<file path="config.mk">
export PLATFORM = sky130hd
export DESIGN_NAME = i2s_sample_fifo_flat
export DESIGN_NICKNAME = d
export VERILOG_FILES = /design/src/rtl/i2s_sample_fifo_if.sv /design/src/rtl/i2s_sample_fifo.sv /design/src/flat_wrapper.sv
export SDC_FILE = /design/constraint.sdc
export NUM_CORES = 1
export LEC_CHECK = 0
export ABC_AREA = 0
export CORE_MARGIN = 2
export CORE_UTILIZATION = 50
export CTS_CLUSTER_DIAMETER = 50
export DETAILED_ROUTE_END_ITERATION = 7
export GPL_ROUTABILITY_DRIVEN = 0
export GPL_TIMING_DRIVEN = 0
export PLACE_DENSITY_LB_ADDON = 0.1
export SYNTH_ARGS = -nofsm -noshare
export SYNTH_HDL_FRONTEND = slang
export SYNTH_SLANG_ARGS = --single-unit
</file>
<file path="constraint.sdc">
create_clock -name i_ctl_clk -period 5.1 [get_ports i_ctl_clk]
set_input_delay 1.02 -clock i_ctl_clk [delete_from_list [all_inputs] [get_ports i_ctl_clk]]
set_output_delay 1.02 -clock i_ctl_clk [all_outputs]
set_load 0.02 [all_outputs]
</file>
<file path="src/rtl/i2s_sample_fifo_if.sv">
// Push-side handshake bundle for i2s_sample_fifo: a stereo sample pair with valid/ready.
interface i2s_sample_fifo_if #(
    parameter int BITWIDTH = 24
);
    logic [BITWIDTH-1:0] s_l;
    logic [BITWIDTH-1:0] s_r;
    logic                s_valid;
    logic                s_ready;

    modport master (
        output s_l,
        output s_r,
        output s_valid,
        input  s_ready
    );

    modport slave (
        input  s_l,
        input  s_r,
        input  s_valid,
        output s_ready
    );
endinterface

</file>
<file path="src/rtl/i2s_sample_fifo.sv">
// Stereo sample FIFO feeding the I2S transmitter: one pair is popped per falling LR edge.
// Define I2S_FIFO_HOLD_EN to repeat the last sample on underrun instead of muting.
module i2s_sample_fifo #(
    parameter int BITWIDTH   = 24,
    parameter int DEPTH_LOG2 = 4
) (
    input  logic                  i_ctl_clk,
    input  logic                  i_ctl_rst,
    i2s_sample_fifo_if.slave      s_if,
    input  logic                  i_lrck,
    output logic [BITWIDTH-1:0]   o_wave_out_l,
    output logic [BITWIDTH-1:0]   o_wave_out_r,
    output logic [DEPTH_LOG2:0]   o_level,
    output logic                  o_underrun,
    output logic [15:0]           o_underrun_cnt
);
    localparam int                DEPTH      = 1 << DEPTH_LOG2;
    localparam logic [DEPTH_LOG2:0] LEVEL_FULL = (DEPTH_LOG2 + 1)'(DEPTH);

    logic [2*BITWIDTH-1:0] r_mem [DEPTH];
    logic [DEPTH_LOG2-1:0] r_wptr;
    logic [DEPTH_LOG2-1:0] r_rptr;
    logic [DEPTH_LOG2:0]   r_level;
    logic                  r_lrck_d;
    logic [BITWIDTH-1:0]   r_wave_l;
    logic [BITWIDTH-1:0]   r_wave_r;
    logic                  r_underrun;
    logic [15:0]           r_underrun_cnt;

    logic w_ready;
    logic w_tick;
    logic w_push;
    logic w_pop;
    logic w_empty_tick;

    // Ready comes only from the registered level, never from lrck.
    assign w_ready      = (r_level != LEVEL_FULL);
    assign w_tick       = r_lrck_d & ~i_lrck;
    assign w_push       = s_if.s_valid & w_ready;
    assign w_pop        = w_tick & (r_level != '0);
    assign w_empty_tick = w_tick & (r_level == '0);

    always_ff @(posedge i_ctl_clk) begin
        if (w_push) begin
            r_mem[r_wptr] <= {s_if.s_l, s_if.s_r};
        end
    end

    always_ff @(posedge i_ctl_clk) begin
        if (i_ctl_rst) begin
            r_wptr         <= '0;
            r_rptr         <= '0;
            r_level        <= '0;
            r_lrck_d       <= 1'b0;
            r_wave_l       <= '0;
            r_wave_r       <= '0;
            r_underrun     <= 1'b0;
            r_underrun_cnt <= '0;
        end else begin
            r_lrck_d   <= i_lrck;
            r_underrun <= w_empty_tick;

            if (w_push) begin
                r_wptr <= r_wptr + DEPTH_LOG2'(1);
            end

            // A push landing on an empty-FIFO tick is stored, not bypassed.
            case ({w_push, w_pop})
                2'b10:   r_level <= r_level + (DEPTH_LOG2 + 1)'(1);
                2'b01:   r_level <= r_level - (DEPTH_LOG2 + 1)'(1);
                default: r_level <= r_level;
            endcase

            if (w_pop) begin
                r_rptr   <= r_rptr + DEPTH_LOG2'(1);
                r_wave_l <= r_mem[r_rptr][2*BITWIDTH-1:BITWIDTH];
                r_wave_r <= r_mem[r_rptr][BITWIDTH-1:0];
            end else if (w_empty_tick) begin
`ifdef I2S_FIFO_HOLD_EN
                r_wave_l <= r_wave_l;
                r_wave_r <= r_wave_r;
`else
                r_wave_l <= '0;
                r_wave_r <= '0;
`endif
            end

            if (w_empty_tick && (r_underrun_cnt != 16'hFFFF)) begin
                r_underrun_cnt <= r_underrun_cnt + 16'd1;
            end
        end
    end

    assign s_if.s_ready   = w_ready;
    assign o_wave_out_l   = r_wave_l;
    assign o_wave_out_r   = r_wave_r;
    assign o_level        = r_level;
    assign o_underrun     = r_underrun;
    assign o_underrun_cnt = r_underrun_cnt;
endmodule

</file>
<file path="src/flat_wrapper.sv">
// flat-port wrapper written by rule: the top's interface ports become plain ports
module i2s_sample_fifo_flat 
#(
    parameter int BITWIDTH   = 24,
    parameter int DEPTH_LOG2 = 4
)
  (i_ctl_clk, i_ctl_rst, i_lrck, o_wave_out_l, o_wave_out_r, o_level, o_underrun, o_underrun_cnt, s_if_s_l, s_if_s_r, s_if_s_valid, s_if_s_ready);
  i2s_sample_fifo_if #(.BITWIDTH(BITWIDTH)) s_if_i ();
  input  logic i_ctl_clk;
  input  logic i_ctl_rst;
  input  logic i_lrck;
  output logic [BITWIDTH-1:0] o_wave_out_l;
  output logic [BITWIDTH-1:0] o_wave_out_r;
  output logic [DEPTH_LOG2:0] o_level;
  output logic o_underrun;
  output logic [15:0] o_underrun_cnt;
  input wire logic [$bits(s_if_i.s_l)-1:0] s_if_s_l;
  input wire logic [$bits(s_if_i.s_r)-1:0] s_if_s_r;
  input wire logic [$bits(s_if_i.s_valid)-1:0] s_if_s_valid;
  output wire logic [$bits(s_if_i.s_ready)-1:0] s_if_s_ready;
  assign s_if_i.s_l = s_if_s_l;
  assign s_if_i.s_r = s_if_s_r;
  assign s_if_i.s_valid = s_if_s_valid;
  assign s_if_s_ready = s_if_i.s_ready;
  i2s_sample_fifo #(.BITWIDTH(BITWIDTH), .DEPTH_LOG2(DEPTH_LOG2)) u_core (.i_ctl_clk(i_ctl_clk), .i_ctl_rst(i_ctl_rst), .s_if(s_if_i), .i_lrck(i_lrck), .o_wave_out_l(o_wave_out_l), .o_wave_out_r(o_wave_out_r), .o_level(o_level), .o_underrun(o_underrun), .o_underrun_cnt(o_underrun_cnt));
endmodule
</file>
# After elaboration in Yosys (flattened, before gate mapping)

Memory sizes are Yosys's and may differ from the RTL's. A register that Yosys moved wholly into a read port is not among the register bits.
Cells that the tools add are included.
W data, S select, Z words.

Mux-type cells: 8
Add/subtract/negate cells: 5
Reductions and logical operators: 5
Eq/ne operators: 4
Bitwise operators: 5

Operator list:

| cell                    | count |
|---|---|
| $mux W24                | 3 |
| $add A16 B1 Y16 const B | 1 |
| $ne A16 B16 Y1 const B  | 1 |
| $pmux W5 S2             | 1 |
| $add A4 B1 Y4 const B   | 2 |
| $mux W4                 | 2 |
| $add A5 B1 Y5 const B   | 1 |
| $logic_not A5 Y1        | 1 |
| $ne A5 B5 Y1 const B    | 1 |
| $reduce_bool A5 Y1      | 1 |
| $sub A5 B1 Y5 const B   | 1 |
| $and A1 B1 Y1           | 4 |
| $reduce_bool A2 Y1      | 2 |
| $eq A2 B1 Y1 const B    | 1 |
| $eq A2 B2 Y1 const B    | 1 |
| $mux W1                 | 2 |
| $logic_and A1 B1 Y1     | 1 |
| $not A1 Y1              | 1 |

Input port bits: 52
Output and inout port bits: 71
Register bits: 79
Memories kept: 1
RAM bits: 768
Logic and storage cells: 36

Memories:

| name         | words | bits a word | rd ports | clocked after memory_dff | wr ports | RTL line              | text |
|---|---|---|---|---|---|---|---|
| u_core.r_mem | 16    | 48          | 1        | 1                        | 1        | i2s_sample_fifo.sv:20 | `logic [2*BITWIDTH-1:0] r_mem [DEPTH];` |

# Longest topological paths before layout

Gate-level depths: netlist of run 1.

Word-level depth: 5
Gate-level depth with buffers: 13

# Worst setup path after synthesis of run 1

OpenSTA, ideal clock, no wires.

Path kind: input -> register
From: input port s_if_s_valid
To: memory u_core.r_mem[0][0] (netlist bit), enable pin
Data arrival time: 4.851 ns
Setup time: 0.513 ns
Setup slack: -0.264 ns
Path buffers: 0
Cell stages on the path: 3
Required time: 4.587 ns
Path through: a21boi_1 -> nand2_1 -> nor3_1

Cells in the longest elaborated chain, start to end: 3

Ends and longest elaborated chain:

| element                       | RTL line              | text |
|---|---|---|
| start, declared               | flat_wrapper.sv:19    | `input wire logic [$bits(s_if_i.s_valid)-1:0] s_if_s_valid;` |
| $and A1 B1 Y1                 | i2s_sample_fifo.sv:39 | `assign w_push = s_if.s_valid & w_ready;` |
| $mux W1                       | i2s_sample_fifo.sv:44 | `if (w_push) begin` |
| $mux W1 (not written as such) | i2s_sample_fifo.sv:45 | `r_mem[r_wptr] <= {s_if.s_l, s_if.s_r};` |
| end, declared                 | i2s_sample_fifo.sv:20 |  |

No other way between the ends.

# Worst setup path after layout of run 1

From: input port s_if_s_valid
To: memory u_core.r_mem[2][36] (netlist bit), enable pin

Same word-level chain as after synthesis.

==> flow_metrics.py, run 1 <==
metrics = {
    "synth": {
        "synth_area_per_cell_sq_um": 20.9,
        "netlist_area_sq_um": 32400,
        "synth_xor_area_frac": 0.00243,
        "synth-compound-area-share": 0.0218,
        "synth_ff_type": "edfxtp_1",
        "synth_edf_count": 768,
        "ys_seq_area_frac": 0.763,
        "synthMuxAreaShare": 0.169,
        "synth_top_area_frac": 0.712,
        "synthSimpleGateAreaFrac": 0.0275,
        "async_flop_share": 0,
        "synth_warnings": 0,
        "synthAdderAreaFrac": 0.00386,
        "synth.distinct_cells": 53,
        "synthCells": 1549,
        "synthMostInstantiatedCell": "edfxtp_1",
        "synthTopCellsByArea": "edfxtp_1 71%, mux4_2 13%, dfxtp_1 5.1%",
        "synthesis.nets": 1611,
        "synth-seq-cells": 851,
        "synth_top_cell_by_area": "edfxtp_1",
        "synth_top_family_by_area": "multiplexers",
        "synthTopCellsByCount": "768 x edfxtp_1, 192 x mux4_2, 109 x nand2_1",
    },
    "floorplanning": {
        "pin_count": 123,
        "dieArea_sq_um": 66800,
        "start_util": 0.504,
        "core_sq_um": 64200,
        "die_h_um": 258,
        "chipWidth_um": 258,
        "std_cell_rows": 93,
    },
    "run_status": {
        "status": "finished, final reports clean",
    },
    "pwr": {
        "p_leak_uw": 0.0122,
        "p_switching_uw": 3000,
        "seq_power_share": 0.526,
        "comb_power_share": 0.041,
        "p_clk_frac": 0.433,
        "power_uw": 14700,
        "intPower_uw": 11700,
        "powerDensity_nw_per_um2": 382,
        "swShare": 0.204,
        "peakVddDrop_mv": 0.253,
    },
    "placement": {
        "dpl.hpwl_um": 46600,
        "numPortBuffers": 122,
        "placed_cell_area_sq_um": 35700,
    },
    "grt": {
        "overflow": 0,
        "first_global_vias": 16625,
        "grt_max_degree": 21,
        "grt_pass1_wl_um": 108000,
        "grt_util_all_layers": 0.224,
        "antenna_found_initial": 1,
    },
    "timing": {
        "post-route-period-util": 0.660,
        "fmax_mhz": 297,
        "rsz0062_at_grt": "no",
        "finalSetupViolCount": 0,
        "maxSlewViolCount": 0,
        "fin_crit_ns": 3.37,
        "tightest_slew_ns": 1.14,
        "slew_headroom": 0.239,
        "hold_viol_final": 0,
        "finalClockSkew_ns": 0.0136,
    },
    "critical_path": {
        "path_cells": "clkdlybuf4s50_1 -> a21boi_1 -> nand2_1 -> nor3_4 -> buf_8 -> buf_16",
        "path_buf_inv": 3,
        "cp-start-kind": "primary input",
        "arrival_ns": 3.69,
        "worstPathMaxFanout": 14,
        "cp_slowest_stage_delay_ns": 0.79,
        "endpoint_kind": "register",
        "crit_slowest_cell": "nor3_4",
        "crit_required_ns": 5.43,
        "cp_top_family": "simple AND/OR/NAND/NOR gates",
        "worstSetupPathType": "in2reg",
    },
    "detailed_routing": {
        "ant_nets": 0,
        "drc": 0,
        "dr.pass1.iters": 5,
        "wirelength_um": 73100,
        "routedWlPerCell_um": 26.7,
        "vias_per_cell": 5.81,
        "drt-initial-drc-count": 1437,
        "num_vias": 15893,
    },
    "cts": {
        "worstSkewPairLatency_ns": 0.63,
        "cts_made_buffers": 90,
        "post_cts.repair.setup_buffers": 0,
        "cts_root_buf": "clkbuf_16",
        "ctsHoldBuffers": 0,
        "cts_tree": "built",
        "clkTransAtPathRegs_ns": 0.06,
        "h-tree-depth": 3,
        "cts_resized": 0,
        "ctsLongestPathBuffers": 3,
        "cts_sinks": 851,
    },
    "final_layout": {
        "fill_cells": 4621,
        "final_cell_area_sq_um": 38600,
        "area_delta_synth_final_pct": 19.2,
        "drive_above_1_share": 0.271,
        "final_nets": 1868,
    },
    "hold_path": {
        "hold_class": "reg2reg",
    },
    "job": {
        "cap_violations": 0,
    },
}
-- final timing paths --
| kind | cells after the start | start | end | slack, ns |
|---|---|---|---|---|
| worst max-delay path | 6 | s_if_s_valid | u_core.r_mem[2][36]$_DFFE_PP_ | 1.73 |
| worst min-delay path | 2 | u_core.o_wave_out_r[6]$_SDFFE_PP0P_ | u_core.o_wave_out_r[6]$_SDFFE_PP0P_ | 0.49 |
| worst max register to register | 13 | u_core.o_level[1]$_SDFFE_PP0P_ | u_core.o_level[4]$_SDFFE_PP0P_ | 1.75 |
| worst min register to register | 2 | u_core.o_wave_out_r[6]$_SDFFE_PP0P_ | u_core.o_wave_out_r[6]$_SDFFE_PP0P_ | 0.49 |
-- registers in the layout, summed over array words and instances (netlist names), named ones only --
register	flops
u_core.r_rptr	4
u_core.r_wptr	4
u_core.o_wave_out_r	24
u_core.o_underrun	1
u_core.r_mem	768
u_core.o_level	5
u_core.o_underrun_cnt	16
u_core.r_lrck_d	1
u_core.o_wave_out_l	24
-- worst min-delay path: stages (launching register included) --
cell and delay (ns):
dfxtp_1 0.33, a22oi_1 0.08, nand2_1 0.06
-- cells in the final DEF (no fill, tap or decap), types with 7 or more instances in the layout --
master	n
a22oi_1	48
buf_1	7
dfxtp_1	83
clkinv_1	20
clkdlybuf4s50_1	122
nor2_1	18
ha_1	10
buf_2	26
buf_16	14
mux2_2	96
a21oi_1	14
inv_1	11
or4_1	7
nand2_1	109
buf_6	7
mux4_2	192
xor2_1	7
clkbuf_16	95
edfxtp_1	768
o21ai_0	7
clkbuf_1	65
buf_12	18
clkinv_2	16
nor2_4	12
-- power groups by stage --
| stage | combinational [uW] | sequential [uW] | clock [uW] |
|---|---|---|---|
| floorplan | 274 | 7910 | 0 |
| global placement | 546 | 7910 | 0 |
| detailed placement | 609 | 7900 | 0 |
| CTS | 611 | 7750 | 6510 |
| global route | 651 | 7760 | 6770 |
| finish | 603 | 7750 | 6370 |
-- per-stage QoR --
stage	setup slack, ns	setup TNS (ns)	instances	utilization	hold WS, ns
2_1_floorplan	0.0916	0	1549	-	0.490
3_3_place_gp	-4.25	-1728.86	2526	0.540	0.482
3_5_place_dp	1.10	0	2569	0.556	0.478
4_1_cts	1.73	0	2736	0.601	0.495
5_1_grt	1.54	0	2736	0.601	0.512
6_report	1.73	0	2737	0.601	0.489
-- kinds of logic (layout without fill, tap and decap cells) --
group	Yosys count	count (layout)
adders and majority gates	10	10
other	0	1
DFF	851	851
muxes	293	293
xor gates and xnor gates	9	9
AOI/OAI and AO/OA	98	98
buffers and inverters	95	427
and+or+nand+nor	193	193
-- routing by layer --
layer | up-vias | share of wire | GRT usage | wire length (um)
met2 | 449 | 0.49 | 0.366 | 35700
met5 | - | 0.00019 | 0 | 14
met1 | 8419 | 0.44 | 0.319 | 32100
met4 | 2 | 0.022 | 0.0652 | 1580
li1 | 6922 | - | - | -
met3 | 101 | 0.050 | 0.0320 | 3630
-- area by class of cell --
type,instances,area (sq um),area share
clock inverters,53,427,0.0111
repair buffers,165,2100,0.0545
inverters,11,41.3,0.00107
diodes,1,2.50,0.0000648
multi-input cells,603,7390,0.191
plain buffers,84,362,0.00937
clock buffers,114,2490,0.0645
well taps,855,1070,0.0277
flip-flops and latches,851,24700,0.640
Note: power is estimated with default switching activity, not from simulation.
==> run 2: changes to the inputs <==
==> constraint.sdc (replaced) <==
create_clock -name i_ctl_clk -period 2.9 [get_ports i_ctl_clk]
set_input_delay 0.58 -clock i_ctl_clk [delete_from_list [all_inputs] [get_ports i_ctl_clk]]
set_output_delay 0.58 -clock i_ctl_clk [all_outputs]
set_load 0.02 [all_outputs]
==> flow_metrics.py, run 2 (synthesis gave the netlist of run 1 again) <==
metrics = {
    "pwr": {
        "peakVddDrop_mv": 0.610,
        "p_leak_uw": 0.0124,
        "powerDensity_nw_per_um2": 687,
    },
    "cts": {
        "h-tree-depth": 3,
        "ctsLongestPathBuffers": 3,
        "cts_sinks": 851,
        "cts_tree": "built",
        "clkTransAtPathRegs_ns": 0.06,
        "worstSkewPairLatency_ns": 0.63,
        "cts_made_buffers": 94,
        "cts_root_buf": "clkbuf_16",
        "ctsHoldBuffers": 0,
    },
    "grt": {
        "first_global_vias": 16650,
        "grt_util_all_layers": 0.225,
        "grt_pass1_wl_um": 109000,
        "antenna_found_initial": 2,
        "overflow": 0,
        "grt_max_degree": 24,
    },
    "critical_path": {
        "crit_required_ns": 3.41,
        "r2r_end": "u_core.o_wave_out_l[21]$_SDFFE_PP0P_",
        "endpoint_kind": "register",
        "worstPathMaxFanout": 10,
        "rrSetupSlack_ns": 0.07,
        "worstSetupPathType": "reg2reg",
        "cp-start-kind": "register",
        "worst_r2r_path_depth": 6,
        "arrival_ns": 3.34,
    },
    "floorplanning": {
        "dieArea_sq_um": 66800,
        "core_sq_um": 64200,
        "pin_count": 123,
        "die_h_um": 258,
        "chipWidth_um": 258,
        "std_cell_rows": 93,
        "start_util": 0.504,
    },
    "timing": {
        "tightest_slew_ns": 1.05,
        "slew_headroom": 0.299,
        "fin_tns_setup_ns": 0,
        "post-route-period-util": 0.974,
        "maxSlewViolCount": 0,
        "fin_crit_ns": 2.83,
        "hold_viol_final": 0,
        "finalClockSkew_ns": 0.0219,
        "finalSetupViolCount": 0,
        "fmax_mhz": 354,
        "fin_ws_ns": 0.0741,
        "whs_ns": 0.495,
    },
    "final_layout": {
        "antennaDiodeCount": 0,
        "mostFrequentLayoutCells": "768 x edfxtp_1, 192 x mux4_2, 122 x clkdlybuf4s50_1, 109 x nand2_1, 97 x clkbuf_16",
        "mostFrequentLayoutCell": "edfxtp_1",
        "fill_cells": 4587,
        "utilization": 0.608,
        "multi_input_area_sq_um": 7430,
        "final_nets": 1880,
        "area_delta_synth_final_pct": 20.5,
        "area.sequential_sq_um": 24700,
        "drive_above_1_share": 0.286,
        "largest_reg_flops": 768,
        "top_register": "u_core.r_mem",
    },
    "run_status": {
        "status": "finished, final reports clean",
    },
    "placement": {
        "numPortBuffers": 122,
        "dpl.hpwl_um": 46000,
        "place_ws_ns": -0.437,
    },
    "detailed_routing": {
        "dr.pass1.iters": 7,
        "drt-initial-drc-count": 1501,
        "ant_nets": 0,
        "drc": 0,
        "wirelength_um": 73700,
        "routedWlPerCell_um": 26.8,
        "num_vias": 16053,
        "vias_per_cell": 5.84,
    },
    "hold_path": {
        "min_to": "u_core.o_wave_out_r[19]$_SDFFE_PP0P_",
        "hold_depth": 2,
        "hold_start": "u_core.o_wave_out_r[19]$_SDFFE_PP0P_",
        "hold_class": "reg2reg",
    },
    "job": {
        "cap_violations": 0,
    },
}
==> run 2: cell types whose count changed in the layout (fill, tap and decap cells not counted), moves of 3 or more <==
cell / change
clkbuf_2: +4
clkinvlp_4: +4
buf_6: -4
clkinv_1: -9
buf_4: +14
clkbuf_1: -4
buf_2: -4
bufinv_16: +6
clkinv_2: -3
==> run 2: area by class of cell <==
type,count,area share
multi-input combinational,603,0.190
buffer,82,0.00965
clock inverter,56,0.0163
timing repair buffer,175,0.0569
sequential,851,0.633
clock buffer,118,0.0650
inverter,11,0.00106
tap,855,0.0274
==> run 2: what timing repair did <==
item                       CTS  global route
buffers inserted             4             8
pin swaps                    2             5
setup endpoints to repair   77            85
resized for setup            9            17
==> run 2: critical path, stage by stage (launching register included) <==
cell and delay (ns):
dfxtp_1 0.37, clkbuf_1 0.63, clkbuf_1 0.78, mux4_2 0.41, mux2_2 0.27, a22oi_1 0.18
nand2_1 0.09
==> run 2: worst max path at each step <==
stage | start | to | slack (ns)
6_report | register | u_core.o_wave_out_l[21]$_SDFFE_PP0P_ | 0.07
2_1_floorplan | u_core.o_level[1]$_SDFFE_PP0P_ | u_core.r_mem[15][0]$_DFFE_PP_ | -0.71
3_5_place_dp | i_ctl_rst | u_core.o_wave_out_r[7]$_SDFFE_PP0P_ | -0.44
4_1_cts | u_core.o_level[2]$_SDFFE_PP0P_ | u_core.o_level[2]$_SDFFE_PP0P_ | 0.01
3_3_place_gp | s_if_s_valid | u_core.r_mem[15][37]$_DFFE_PP_ | -3.69
5_1_grt | u_core.o_level[2]$_SDFFE_PP0P_ | u_core.o_level[4]$_SDFFE_PP0P_ | -0.01
==> run 2: power breakdown <==
group / total, uW / leakage [uW] / switching, uW / internal (uW)
combinational: 1110 / 0.00323 / 617 / 496
sequential: 13600 / 0.00761 / 74.2 / 13600
clock: 12100 / 0.00153 / 4780 / 7300
total: 26800 / 0.0124 / 5470 / 21400
==> run 2: stage by stage <==
step / cells / area [sq um] / total power (uW)
finish: 2751 / 39000 / 26800
global placement: 2526 / 34800 / 14900
CTS: 2743 / 38900 / 27000
global route: 2751 / 39000 / 27600
floorplan: 1549 / 32500 / 14400
detailed placement: 2567 / 35700 / 15000
==> run 2: metal layers <==
metal,track usage,routed length (um),vias to the layer above
met1,0.317,31600,8529
li1,-,-,6955
met4,0.0588,1270,4
met5,0,22,-
met2,0.372,36600,467
met3,0.0365,4200,98
